==> config.mk <==
export PLATFORM = sky130hd
export DESIGN_NAME = booth_multiplier
export DESIGN_NICKNAME = d
export VERILOG_FILES = /design/src/rtl/booth_multiplier.sv
export SDC_FILE = /design/constraint.sdc
export NUM_CORES = 1
export LEC_CHECK = 0
export ABC_AREA = 0
export BUFFER_PORTS_ARGS = -buffer_cell sky130_fd_sc_hd__buf_2
export CORE_ASPECT_RATIO = 1.5
export CORE_MARGIN = 10
export CORE_UTILIZATION = 58
export DETAILED_ROUTE_END_ITERATION = 6
export PLACE_DENSITY_LB_ADDON = 0.2
export SYNTH_ARGS = -nofsm -noshare
export SYNTH_HDL_FRONTEND = slang
export SYNTH_SLANG_ARGS = --single-unit
export TNS_END_PERCENT = 10
==> constraint.sdc <==
create_clock -name clk -period 3.2 [get_ports clk]
set_input_delay 0.32 -clock clk [delete_from_list [all_inputs] [get_ports clk]]
set_output_delay 0.32 -clock clk [all_outputs]
set_load 0.01 [all_outputs]
==> src/rtl/booth_multiplier.sv <==
// Sequential signed radix-2 Booth multiplier: 2N+1 edges from load to comp, +1 per stalled cycle.
// Level-held en drives progress; en low freezes ADD/SHIFT and returns DONE to IDLE.
module booth_multiplier #(
  parameter int N = 8
) (
  input  logic           clk,
  input  logic           res,
  input  logic           en,
  input  logic [N-1:0]   x,
  input  logic [N-1:0]   y,
  output logic [2*N-1:0] sol,
  output logic           comp
);

  localparam int CW = $clog2(N) + 1;

  typedef enum logic [1:0] {IDLE, ADD, SHIFT, DONE} state_t;

  state_t          state, state_n;
  logic [N:0]      m, m_n;
  logic [N:0]      a, a_n;
  logic [N-1:0]    q, q_n;
  logic            q1, q1_n;
  logic [CW-1:0]   cnt, cnt_n;
  logic [2*N-1:0]  sol_n;
  logic [2*N+1:0]  shr;

  always_ff @(posedge clk or posedge res) begin
    if (res) begin
      state <= IDLE;
      m     <= '0;
      a     <= '0;
      q     <= '0;
      q1    <= 1'b0;
      cnt   <= '0;
      sol   <= '0;
    end else begin
      state <= state_n;
      m     <= m_n;
      a     <= a_n;
      q     <= q_n;
      q1    <= q1_n;
      cnt   <= cnt_n;
      sol   <= sol_n;
    end
  end

  always_comb begin
    state_n = state;
    m_n     = m;
    a_n     = a;
    q_n     = q;
    q1_n    = q1;
    cnt_n   = cnt;
    sol_n   = sol;
    // {A,Q,q1} arithmetic right shift; the old q1 falls off the end
    shr     = {a[N], a, q};

    case (state)
      IDLE: begin
        if (en) begin
          m_n     = {x[N-1], x};
          a_n     = '0;
          q_n     = y;
          q1_n    = 1'b0;
          cnt_n   = '0;
          state_n = ADD;
        end
      end
      ADD: begin
        if (en) begin
          case ({q[0], q1})
            2'b01:   a_n = a + m;
            2'b10:   a_n = a + ~m + (N+1)'(1);
            default: a_n = a;
          endcase
          state_n = SHIFT;
        end
      end
      SHIFT: begin
        if (en) begin
          a_n   = shr[2*N+1:N+1];
          q_n   = shr[N:1];
          q1_n  = shr[0];
          cnt_n = cnt + CW'(1);
          if (cnt == CW'(N - 1)) begin
            sol_n   = shr[2*N:1];
            state_n = DONE;
          end else begin
            state_n = ADD;
          end
        end
      end
      DONE: begin
        if (!en) state_n = IDLE;
      end
      default: state_n = IDLE;
    endcase
  end

  assign comp = (state == DONE);

endmodule

==> out/results.txt <==
synth warn = 0
global route overflow = 0
max-slew violations = 0
Initial DRT Pass Iterations = 4
number of DRC markers in iteration 0 = 144
Final Skew = 0.01197 ns
setup bufs post-CTS = 0
M2 GR Usage = 26.50%
most area-hungry cell type in the Yosys netlist = dfrtp_1
Yosys reg bits = 48
Final Cell Area = 3209 um^2
CP Max Fanout = 4
clk_lat worst skew = 0.31 ns
CTS HTree Levels = 2
clk sinks = 48
final wirelength = 6416 um
row cnt = 31
vias = 2231
Die Width = 77.57 um
Critical Path End Type = flop
post-DP HPWL = 4593 um
ant diodes = 0
Lkg Pwr = 1.590 nW
maximum VDD drop = 0.6319 mV
Tmin final = 2.578 ns
Setup-failing EPs final = 0
drt wl/cell = 16.93 um
I/O pins = 36
Overall Global Routing Usage = 15.92%
Netlist cell types = 48
CP Launch Point = a[0]
GR met1 Demand/Resource = 18.78%
area of the multi-input gates = 1546 um^2
largest net degree at the start of global routing = 49
grt peak-use layer = met2
vias in the first global route = 2273
clock root buffer = clkbuf_8
Hold WC Path Type = input port to async pin
initial antenna violation count = 0
register area = 1201 um^2
layout cells sized above 1 = 23.96%
critical path data arrival time = 2.77 ns
area grow syn2layout = 11.33%
die area = 8249 um^2
syn nets = 326
Die H = 106.3 um
Clock Pin Slew Worst Setup and Hold Paths = 0.10 ns
fill count = 433
Hold-fix buffers, CTS = 0
Hold Slack = 0.2287 ns
TritonCTS Buffers = 5
outcome = complete, no violations
worst reg2reg path startpoint = a[0]
mapped cell area = 2883 um^2
Final GP Congestion = 0.9043
placed cell area = 3088 um^2
Seq/Total Area, Yosys = 41.67%
most common cell in the synthesized netlist = dfrtp_1
total negative slack = 0 ns
Final period util = 80.56%
EDFF count, synth = 0
RSZ-0062 raised after global routing = false
Synth top area share = 41.67%
met3 usage = 3.879%
Post-Route Utilization = 66.73%
maximum clock frequency = 387.9 MHz
ys async rst share = 100.0%
CTS max path bufs = 2
Max-cap violations = 0
power density cells = 955.2 nW/um^2
Final ANT Viol Nets = 0
Remaining DRCs = 0
largest cells by area after synthesis = dfrtp_1 (42%), ha_1 (9.5%), mux2_2 (9.4%)
most frequent cells after synthesis = dfrtp_1 (48), nand2_1 (28), mux2_2 (24)
Setup Crit Path Kind = flop to flop
Via density = 5.887
Avg Cell Area, Syn = 10.19 um^2
nature of the critical path startpoint = flop
Initial Util = 59.94%
first-pass GRT wire length = 10850 um
core area = 4810 um^2
Cells after Synth = 283
Nets = 355
Worst Path Required = 3.40 ns
Top FF cell, synth = dfrtp_1
Tightest Pin Transition = 1.010 ns
number of port buffers = 35
Rel. slew slack = 32.65%
post_cts resized = 0
Reg2Reg Setup Slack = 0.62 ns
CTS tree = done
Final Hold Violating Endpoints = 0
critical path, stage by stage (launching register included):
cell and delay, ns:
dfrtp_1 0.42, inv_1 0.12, ha_1 0.15, inv_1 0.04
fa_1 0.39, a21o_1 0.19, a221o_1 0.32, a41oi_1 0.26
a21oi_1 0.11, nand2b_1 0.15, a221o_1 0.31
final timing paths:
kind                            endpoint  cells after the start
worst max-delay path                a[8]                     10
worst min-delay path              sol[1]                      2
worst max register to register      a[8]                     10
worst min register to register    sol[4]                      1
max in group asynchronous         cnt[1]                      2
min in group clk                    m[4]                      2
logic make-up (layout without fill, tap and decap cells):
kind of cell               Yosys count  in the layout  share of synthesized area (%)
AOI/OAI and AO/OA                   67             67                          15.89
xor gates and xnor gates             3              3                         0.9116
adders and majority gates           24             24                          10.94
buffers and inverters               33             63                          4.687
DFF                                 48             48                          41.67
muxes                               38             38                          14.24
and+or+nand+nor                     70             70                          11.68
placed cells by master, fill, tap and decap left out, types with 4 or more instances in the layout:
cell / count
mux2i_1: 14
o21ai_0: 20
nand3_1: 9
a21oi_1: 17
ha_1: 22
dfrtp_1: 48
clkbuf_8: 6
mux2_2: 24
inv_1: 17
buf_2: 35
nand2_1: 28
nand2b_1: 4
nor2_1: 12
registers in the layout, summed over array words and instances (netlist names):
signal	cells
a	9
cnt	4
m	8
q	8
q1	1
sol	16
state	2
through the flow:
stage	worst slack [ns]	total power, mW	instances
floorplan	0.8181	2.219	283
global placement	0.7196	2.544	371
detailed placement	0.6714	2.576	371
CTS	0.6395	3.056	379
global route	0.4684	3.313	379
finish	0.6222	3.065	379
layout make-up:
class | count | area share, %
Timing Repair Buffer | 37 | 5.926
Sequential cell | 48 | 37.43
Clock buffer | 6 | 2.573
Tap cell | 66 | 2.573
Clock inverter | 2 | 1.209
Multi-Input combinational cell | 202 | 48.19
Inverter | 18 | 2.105
power by group:
group | total, mW | switching (mW) | leakage (nW) | internal (mW)
Clock | 0.481 | 0.225 | 0.0614 | 0.256
Sequential | 0.984 | 0.193 | 0.628 | 0.791
Combinational | 1.60 | 0.937 | 0.901 | 0.664
Total | 3.07 | 1.35 | 1.59 | 1.71
per-layer routing:
metal	wire length, um	vias up
met4	179	0
met2	3251	54
met1	2700	1104
li1	-	1059
met3	285	14
met5	0	-
No activity file was read; power rests on OpenSTA's default activity.
